===== src/rtl/alu_issue_stage_pkg.sv =====
// Shared definitions for the ALU issue stage.
// Holds datapath widths, opcode encodings, FSM state encoding, instruction
// field bit positions and small opcode-classification helpers used by both
// the stage controller and its register file.
package alu_issue_stage_pkg;

  localparam int DATA_W  = 4;
  localparam int REG_CNT = 4;
  localparam int REG_AW  = 2;
  localparam int INSTR_W = 16;

  localparam logic [3:0] OP_AND = 4'b0000;
  localparam logic [3:0] OP_OR  = 4'b0001;
  localparam logic [3:0] OP_NOT = 4'b0010;
  localparam logic [3:0] OP_XOR = 4'b0011;
  localparam logic [3:0] OP_ADD = 4'b0100;
  localparam logic [3:0] OP_SUB = 4'b0101;
  localparam logic [3:0] OP_LDI = 4'b1000;

  localparam int OPC_HI = 15;
  localparam int OPC_LO = 12;
  localparam int RD_HI  = 11;
  localparam int RD_LO  = 10;
  localparam int RS1_HI = 9;
  localparam int RS1_LO = 8;
  localparam int RS2_HI = 7;
  localparam int RS2_LO = 6;
  localparam int IMM_HI = 3;
  localparam int IMM_LO = 0;

  typedef enum logic [1:0] {
    IDLE = 2'd0,
    EXEC = 2'd1,
    WB   = 2'd2
  } state_t;

  // Opcodes that are executed by the external ALU.
  function automatic logic is_alu_op(input logic [3:0] opcode);
    return (opcode == OP_AND) || (opcode == OP_OR)  || (opcode == OP_NOT) ||
           (opcode == OP_XOR) || (opcode == OP_ADD) || (opcode == OP_SUB);
  endfunction

  // Only ADD and SUB produce a meaningful carry.
  function automatic logic is_arith_op(input logic [3:0] opcode);
    return (opcode == OP_ADD) || (opcode == OP_SUB);
  endfunction

  function automatic logic is_legal_op(input logic [3:0] opcode);
    return is_alu_op(opcode) || (opcode == OP_LDI);
  endfunction

endpackage


===== src/rtl/alu_issue_stage_regfile_4x4.sv =====
// 4-entry x 4-bit register file for the ALU issue stage.
// Ports: clk, rst (sync, active-high, clears all entries); we/waddr/wdata
// synchronous write port; raddr1/rdata1 and raddr2/rdata2 combinational read
// ports; dbg_sel/dbg_data combinational debug read port.
module regfile_4x4
  import alu_issue_stage_pkg::*;
(
  input  logic              clk,
  input  logic              rst,
  input  logic              we,
  input  logic [REG_AW-1:0] waddr,
  input  logic [DATA_W-1:0] wdata,
  input  logic [REG_AW-1:0] raddr1,
  output logic [DATA_W-1:0] rdata1,
  input  logic [REG_AW-1:0] raddr2,
  output logic [DATA_W-1:0] rdata2,
  input  logic [REG_AW-1:0] dbg_sel,
  output logic [DATA_W-1:0] dbg_data
);

  logic [DATA_W-1:0] regs [REG_CNT];

  // Storage array: cleared on reset, one write per cycle otherwise.
  always_ff @(posedge clk) begin
    if (rst) begin
      for (int i = 0; i < REG_CNT; i++) begin
        regs[i] <= '0;
      end
    end else if (we) begin
      regs[waddr] <= wdata;
    end
  end

  assign rdata1   = regs[raddr1];
  assign rdata2   = regs[raddr2];
  assign dbg_data = regs[dbg_sel];

endmodule


===== src/rtl/alu_issue_stage.sv =====
// Sequencing stage in front of an external combinational 4-bit ALU.
// Accepts one instruction per valid/ready handshake, reads two operands from
// a 4x4 register file, presents registered operands/control to the ALU,
// captures the ALU result and writes it back with zero/carry flag updates.
// Ports: clk, rst (sync, active-high); instr_valid/instr_ready/instr
// instruction handshake; alu_op1/alu_op2/alu_ctrl to the ALU;
// alu_result/alu_cout from the ALU; done/illegal retire pulses;
// flag_z/flag_c status flags; dbg_sel/dbg_data register debug read.
module alu_issue_stage
  import alu_issue_stage_pkg::*;
(
  input  logic               clk,
  input  logic               rst,
  input  logic               instr_valid,
  output logic               instr_ready,
  input  logic [INSTR_W-1:0] instr,
  output logic [DATA_W-1:0]  alu_op1,
  output logic [DATA_W-1:0]  alu_op2,
  output logic [2:0]         alu_ctrl,
  input  logic [DATA_W-1:0]  alu_result,
  input  logic               alu_cout,
  output logic               done,
  output logic               illegal,
  output logic               flag_z,
  output logic               flag_c,
  input  logic [REG_AW-1:0]  dbg_sel,
  output logic [DATA_W-1:0]  dbg_data
);

  state_t state, next_state;

  logic [3:0]        opcode_q;
  logic [REG_AW-1:0] rd_q;
  logic [DATA_W-1:0] imm_q;
  logic [DATA_W-1:0] res_q;
  logic              cout_q;

  logic              accept;
  logic              wb_we;
  logic [DATA_W-1:0] wb_data;
  logic [DATA_W-1:0] rdata1;
  logic [DATA_W-1:0] rdata2;
  logic [3:0]        in_opcode;
  logic              unused_instr_bits;

  assign in_opcode         = instr[OPC_HI:OPC_LO];
  assign unused_instr_bits = ^instr[5:4];

  // LDI bypasses the ALU and writes its immediate directly.
  assign wb_data = (opcode_q == OP_LDI) ? imm_q : res_q;

  regfile_4x4 u_regfile (
    .clk      (clk),
    .rst      (rst),
    .we       (wb_we),
    .waddr    (rd_q),
    .wdata    (wb_data),
    .raddr1   (instr[RS1_HI:RS1_LO]),
    .rdata1   (rdata1),
    .raddr2   (instr[RS2_HI:RS2_LO]),
    .rdata2   (rdata2),
    .dbg_sel  (dbg_sel),
    .dbg_data (dbg_data)
  );

  // State register.
  always_ff @(posedge clk) begin
    if (rst) begin
      state <= IDLE;
    end else begin
      state <= next_state;
    end
  end

  // Every instruction walks IDLE -> EXEC -> WB, so retire timing is fixed
  // regardless of opcode; illegal ops simply suppress the write.
  always_comb begin
    next_state  = state;
    instr_ready = 1'b0;
    accept      = 1'b0;
    done        = 1'b0;
    illegal     = 1'b0;
    wb_we       = 1'b0;
    case (state)
      IDLE: begin
        instr_ready = 1'b1;
        if (instr_valid) begin
          accept     = 1'b1;
          next_state = EXEC;
        end
      end
      EXEC: begin
        next_state = WB;
      end
      WB: begin
        done       = 1'b1;
        illegal    = !is_legal_op(opcode_q);
        wb_we      = is_legal_op(opcode_q);
        next_state = IDLE;
      end
      default: begin
        next_state = IDLE;
      end
    endcase
  end

  // Datapath: operands are sampled from the register file at the accept
  // edge, so a destination equal to a source still reads the old value.
  always_ff @(posedge clk) begin
    if (rst) begin
      opcode_q <= '0;
      rd_q     <= '0;
      imm_q    <= '0;
      res_q    <= '0;
      cout_q   <= 1'b0;
      alu_op1  <= '0;
      alu_op2  <= '0;
      alu_ctrl <= '0;
      flag_z   <= 1'b0;
      flag_c   <= 1'b0;
    end else begin
      if (accept) begin
        opcode_q <= in_opcode;
        rd_q     <= instr[RD_HI:RD_LO];
        imm_q    <= instr[IMM_HI:IMM_LO];
        if (is_alu_op(in_opcode)) begin
          alu_op1  <= rdata1;
          alu_op2  <= rdata2;
          alu_ctrl <= in_opcode[2:0];
        end
      end
      if (state == EXEC) begin
        res_q  <= alu_result;
        cout_q <= alu_cout;
      end
      if (wb_we) begin
        flag_z <= (wb_data == '0);
        flag_c <= is_arith_op(opcode_q) ? cout_q : 1'b0;
      end
    end
  end

endmodule


===== config.mk =====
export PLATFORM = sky130hd
export DESIGN_NAME = alu_issue_stage
export DESIGN_NICKNAME = d
export VERILOG_FILES = /design/src/rtl/alu_issue_stage_pkg.sv /design/src/rtl/alu_issue_stage_regfile_4x4.sv /design/src/rtl/alu_issue_stage.sv
export SDC_FILE = /design/constraint.sdc
export NUM_CORES = 1
export LEC_CHECK = 0
export ABC_AREA = 0
export BUFFER_PORTS_ARGS = -buffer_cell sky130_fd_sc_hd__buf_2
export CAP_MARGIN = 20
export CORE_MARGIN = 1.5
export CORE_UTILIZATION = 30
export DETAILED_ROUTE_END_ITERATION = 10
export GPL_ROUTABILITY_DRIVEN = 1
export PLACE_DENSITY = 0.48
export SYNTH_ARGS = -nofsm -noshare
export SYNTH_HDL_FRONTEND = slang
export SYNTH_SLANG_ARGS = --single-unit

===== constraint.sdc =====
create_clock -name clk -period 4.6 [get_ports clk]
set_input_delay 0.92 -clock clk [delete_from_list [all_inputs] [get_ports clk]]
set_output_delay 0.92 -clock clk [all_outputs]
set_load 0.01 [all_outputs]

==> summary.txt, run 1 <==
Pwr
  – PD cells: 327 nW/um^2
  – Leak pwr: 0.967 nW
  – PnR Total Power: 0.841 mW
  – Peak supply drop: 0.151 mV

Placement
  – Cells after DPL: 328
  – DP HPWL: 3740 um
  – Port bufs: 43
  – GP Congestion: 0.765

Job
  – Max_cap viols: 0

Min path
  – Worst Hold Class: flop to flop
  – Cells on Worst Hold Path: 2
  – Worst Hold Path EP: alu_op1[0]$_SDFFE_PP0P_
  – Hold Crit Start: alu_op1[0]$_SDFFE_PP0P_

Clocking
  – CTS sink cnt: 46
  – CTS tree: built
  – Clock tree buffer depth: 2
  – CTS Buf Count: 5
  – Hold Buf Count CTS: 0
  – Reg clk slew, reported paths: 90 ps
  – Depth of the CTS H-tree: 2
  – Root Buffer: clkbuf_8
  – Post-cts sizing count: 0
  – Setup Buffers After CTS: 0
  – Clock latency on the worst-skew pair: 300 ps

Drt
  – Drt pass-1 iters: 4
  – DRT iter0 DRCs: 109
  – Vias per inst: 4.89
  – Vias: 1643
  – Routed WL: 4960 um
  – Antenna-violating nets left: 0
  – Drt wl/cell: 14.8 um
  – DR DRC count: 0

STA
  – Slew Limit Fails: 0
  – Setup TNS: 0 ps
  – Hold WS: 482 ps
  – F_max: 373 MHz
  – Min Tclk post-route: 2680 ps
  – Measured slew at the worst slew-check pin: 628 ps
  – Clk_skew: 10.0 ps
  – Final Hold Vio Count: 0
  – Final setup fails: 0
  – Fin crit share: 58.3%
  – Max_slew headroom: 57.9%
  – RSZ-0062 raised after global routing: no

Yosys
  – Cell Area, Synth: 2170 sq um
  – Mean area per synthesized cell: 11.1 sq um
  – Top area cells in the synthesized netlist: dfxtp_1, edfxtp_1, mux4_2, a21oi_1, mux2i_1
  – Synth unique cells: 33
  – Cells after Synth: 196
  – Ys Warns: 0
  – Commonest cells in the netlist: dfxtp_1, nand2_1, nor2_1
  – Ys flop type: dfxtp_1
  – Number of flops mapped to enable cells by yosys: 16
  – Syn nets: 222
  – Cell with the most instances after synthesis: dfxtp_1
  – Post-synthesis sequential element count: 46
  – Area leader, netlist: dfxtp_1
  – Async S/R FF share, synth: 0%
  – Sequential area share after synthesis: 49.9%
  – Share of the synthesized area in the top cell type: 27.7%

GRT
  – GR Overflow Total: 0
  – Gr usage total: 13.7%
  – Vias in the first global route: 1579
  – Initial antenna violation count: 0
  – Largest net degree at the start of global routing: 32
  – First-pass GRT wire length: 8140 um

Floorplanning
  – Row cnt: 30
  – Boundary Pins: 46
  – Die area: 7750 sq um
  – Core area: 6910 sq um
  – Die Height: 88.0 um
  – Die width: 88.0 um
  – Starting Density: 31.4%

Worst setup path
  – Max Fanout on Critical Path: 4
  – Critical-path top delay cell: mux4_2
  – CP required: 3680 ps
  – Worst EP arrival: 1760 ps
  – Largest stage delay, worst path: 520 ps
  – Worst R2R End: u_regfile.regs[0][3]$_SDFFCE_PN0P_
  – FF-to-FF setup slack: 2610 ps
  – R2R cell count: 3
  – Critical Path Sink Type: primary output
  – Worst R2R Start: opcode_q[2]$_SDFFE_PP0P_
  – Worst setup SP type: primary input
  – CP most frequent cell: buf_2
  – WS Path Type: primary input to primary output
  – Worst path cell trace: buf_2 -> mux4_2 -> buf_2

Finish
  – Nets: 265
  – Final Util: 37.2%
  – P&R area growth vs syn: 18.6%
  – Layout cells sized above 1: 30.8%
  – Non-Filler Instances: 336
  – Antenna cells: 0

Run status
  – Status: complete, no violations
==> worst max-delay path by stage <==
stage	start	endpoint	slack [ps]	cells past startpoint
CTS	dbg_sel[0]	dbg_data[0]	1920	3
floorplan	dbg_sel[0]	dbg_data[0]	2250	1
finish	dbg_sel[0]	dbg_data[0]	1920	3
detailed placement	dbg_sel[0]	dbg_data[0]	1920	3
global placement	dbg_sel[0]	dbg_data[1]	1910	3
global route	dbg_sel[0]	dbg_data[0]	1890	3
==> sequential cells by signal, indices dropped and copies added (netlist names), 2 cells and up <==
name and count:
alu_op2 4, alu_ctrl 3, opcode_q 4, state 2, res_q 4, u_regfile.regs 16, rd_q 2, alu_op1 4
imm_q 4
==> cells by family (layout without fill, tap and decap cells) <==
logic type,Yosys count,in the layout,synth area share (%)
simple gates,78,78,20.1
flops,46,46,49.9
compound gates,41,41,11.0
mux,22,22,17.1
buf+inv,9,53,1.96
==> metrics by stage <==
| step | setup WS (ps) | cell area, sq um |
|---|---|---|
| 5_1_grt | 1890 | 2570 |
| 4_1_cts | 1920 | 2570 |
| 3_5_place_dp | 1920 | 2470 |
| 2_1_floorplan | 2250 | 2170 |
| 3_3_place_gp | 1910 | 2470 |
| 6_report | 1920 | 2570 |
==> layer usage <==
metal	vias up	track usage [%]	share of wire (%)
met4	0	3.84	1.0
met5	-	0	0
met1	779	20.2	50
met3	7	2.92	5.0
li1	812	-	-
met2	45	20.3	44
==> worst max-delay path: cells and delay by family <==
family / cells / cell delay, ps
multiplexers: 1 / 520
buffers and inverters: 2 / 320
==> layout by cell type (no fill, tap or decap), drive strengths merged, types with 3 or more instances in the layout <==
cell type	count
nand3	9
nand2	22
edfxtp	16
o21ai	14
nand2b	5
mux4	12
nor3	7
mux2i	10
dfxtp	30
buf	43
o211ai	3
clkbuf	6
nor3b	3
nor2	22
a21oi	20
==> report_power, final <==
| group | switching (mW) | internal (mW) | leakage [nW] | total [mW] |
|---|---|---|---|---|
| Sequential | 0.0169 | 0.438 | 0.411 | 0.455 |
| Combinational | 0.0596 | 0.0480 | 0.501 | 0.108 |
| Clock | 0.140 | 0.138 | 0.0561 | 0.279 |
| Total | 0.217 | 0.624 | 0.967 | 0.841 |
==> final cells by class <==
| type | count | area (sq um) |
|---|---|---|
| well taps | 96 | 120 |
| multi-input cells | 141 | 1040 |
| repair buffers | 43 | 215 |
| clock buffers | 6 | 93.8 |
| clock inverters | 2 | 10.0 |
| flip-flops and latches | 46 | 1080 |
| inverters | 2 | 7.51 |
| fillers | 722 | 4330 |
No activity file was read; power rests on OpenSTA's default activity.
==> run 2: changes to the inputs <==
--- a/config.mk
+++ b/config.mk
@@ -12,7 +12,7 @@
 export CORE_UTILIZATION = 30
 export DETAILED_ROUTE_END_ITERATION = 10
 export GPL_ROUTABILITY_DRIVEN = 1
-export PLACE_DENSITY = 0.48
+export PLACE_DENSITY = 0.5
 export SYNTH_ARGS = -nofsm -noshare
 export SYNTH_HDL_FRONTEND = slang
 export SYNTH_SLANG_ARGS = --single-unit
==> constraint.sdc (replaced) <==
create_clock -name clk -period 2.32 [get_ports clk]
set_input_delay 0.464 -clock clk [delete_from_list [all_inputs] [get_ports clk]]
set_output_delay 0.464 -clock clk [all_outputs]
set_load 0.01 [all_outputs]
==> summary.txt, run 2 (same netlist as run 1, synthesis figures left out) <==
Drt
  – Drt pass-1 iters: 4 (unchanged)
  – Vias: 1619 (was 1643)
  – M1 WL: 2520 um (was 2480 um)
  – DR WL met3: 266 um (was 250 um)
  – Highest metal used: met4 (unchanged)
  – Drt wl/cell: 14.8 um (about the same)
  – DRT iter0 DRCs: 46 (was 109)
  – DR DRC count: 0 (unchanged)
  – Antenna-violating nets left: 0 (unchanged)
  – Met2 routed WL: 2200 um (was 2180 um)
  – Routed WL: 5010 um (was 4960 um)
  – Vias per inst: 4.78 (was 4.89)

Placement
  – GP Congestion: 0.785 (was 0.765)
  – Port bufs: 43 (unchanged)
  – DP HPWL: 3780 um (was 3740 um)

Finish
  – Commonest cells after routing, fill and taps aside: buf_2, dfxtp_1, nor2_1, nand2_1, a21oi_1 (unchanged)
  – Final Util: 37.4% (was 37.2%)
  – Max reg flops: 16 (unchanged)
  – Layout cells sized above 1: 31.3% (was 30.8%)
  – P&R area growth vs syn: 19.1% (was 18.6%)
  – Layout fillers: 746 (was 722)
  – Nets: 268 (was 265)
  – Most common cell after layout, fill and taps aside: buf_2 (unchanged)
  – Reg with most FFs: u_regfile.regs (unchanged)
  – Antenna cells: 0 (unchanged)

STA
  – Slew Limit Fails: 0 (unchanged)
  – Max_slew headroom: 57.2% (was 57.9%)
  – Final Hold Vio Count: 0 (unchanged)
  – F_max: 516 MHz
  – Final setup fails: 0 (unchanged)
  – Min Tclk post-route: 1940 ps
  – Fin crit share: 83.6%
  – Measured slew at the worst slew-check pin: 640 ps (was 628 ps)
  – RSZ-0062 raised after global routing: no (unchanged)
  – Clk_skew: 8.75 ps (was 10.0 ps)
  – Setup TNS: 0 ps (unchanged)

Worst setup path
  – Worst EP arrival: 1880 ps (was 1760 ps)
  – Worst setup SP type: flop (was primary input)
  – Critical Path Sink Type: flop (was primary output)
  – CP required: 2260 ps (was 3680 ps)
  – Max Fanout on Critical Path: 6 (was 4)
  – WS Path Type: flop to flop (was primary input to primary output)

Clocking
  – Clock tree buffer depth: 2 (unchanged)
  – Depth of the CTS H-tree: 2 (unchanged)
  – Root Buffer: clkbuf_8 (unchanged)
  – CTS sink cnt: 46 (unchanged)
  – Setup Buffers After CTS: 0 (unchanged)
  – Post-cts sizing count: 0 (unchanged)
  – CTS Buf Count: 5 (unchanged)
  – Hold Buf Count CTS: 0 (unchanged)
  – Clock latency on the worst-skew pair: 300 ps (about the same)
  – CTS tree: built (unchanged)
  – Reg clk slew, reported paths: 90 ps (about the same)

Pwr
  – Leak pwr: 0.974 nW (was 0.967 nW)
  – PD cells: 629 nW/um^2 (was 327 nW/um^2)
  – Peak supply drop: 0.229 mV (was 0.151 mV)

Floorplanning
  – Starting Density: 31.4% (unchanged)
  – Die area: 7750 sq um (unchanged)
  – Core area: 6910 sq um (unchanged)
  – Die Height: 88.0 um (unchanged)
  – Die width: 88.0 um (unchanged)
  – Boundary Pins: 46 (unchanged)
  – Row cnt: 30 (unchanged)

Job
  – Max_cap viols: 0 (unchanged)

GRT
  – Largest net degree at the start of global routing: 27 (was 32)
  – Vias in the first global route: 1585 (was 1579)
  – First-pass GRT wire length: 8050 um (was 8140 um)
  – Gr usage total: 13.8% (was 13.7%)
  – GR Overflow Total: 0 (unchanged)
  – Initial antenna violation count: 0 (unchanged)

Min path
  – Worst Hold Class: primary input to flop (was flop to flop)

Run status
  – Status: complete, no violations (unchanged)
-- run 2: metrics by stage --
stage / power [mW] / area (sq um) / setup slack [ps] / std cells / hold slack, ps
global placement: 1.14 / 2490 / 420 / 331 / 462
CTS: 1.65 / 2580 / 365 / 339 / 389
finish: 1.62 / 2580 / 380 / 339 / 397
detailed placement: 1.14 / 2490 / 391 / 331 / 466
global route: 1.72 / 2580 / 240 / 339 / 390
floorplan: 1.05 / 2170 / 722 / 196 / 449
-- run 2: report_power, final --
part | switching (mW) | internal (mW)
sequential | 0.0335 | 0.868
clock | 0.265 | 0.241
combinational | 0.118 | 0.0988
total | 0.416 | 1.21
-- run 2: layout make-up --
class / count / area, sq um / share of cell area (%)
Clock buffer: 7 / 86.3 / 3.34
Clock inverter: 1 / 5.00 / 0.194
Inverter: 2 / 7.51 / 0.291
Multi-Input combinational cell: 141 / 1040 / 40.5
Sequential cell: 46 / 1080 / 41.9
Tap cell: 96 / 120 / 4.65
Timing Repair Buffer: 46 / 238 / 9.21
-- run 2: final timing paths --
| path | start | to | slack (ps) | cells after the start |
|---|---|---|---|---|
| worst min-delay path | alu_cout | cout_q$_SDFFE_PP0N_ | 400 | 3 |
| worst min register to register | alu_op1[2]$_SDFFE_PP0P_ | alu_op1[2]$_SDFFE_PP0P_ | 480 | 2 |
| worst max register to register | opcode_q[2]$_SDFFE_PP0P_ | u_regfile.regs[2][0]$_SDFFCE_PN0P_ | 380 | 3 |
| worst max-delay path | opcode_q[2]$_SDFFE_PP0P_ | u_regfile.regs[2][0]$_SDFFCE_PN0P_ | 380 | 3 |
-- run 2: routing by layer --
metal,vias up,track usage (%)
li1,826,-
met1,746,19.6
met2,43,21.2
met5,-,0
met4,0,2.98
met3,4,3.86
-- run 2: worst max-delay path, cell delays in order, from the launching register on --
cell	delay, ps
dfxtp_1	380
a21oi_1	450
o21ai_1	220
o21ai_0	530
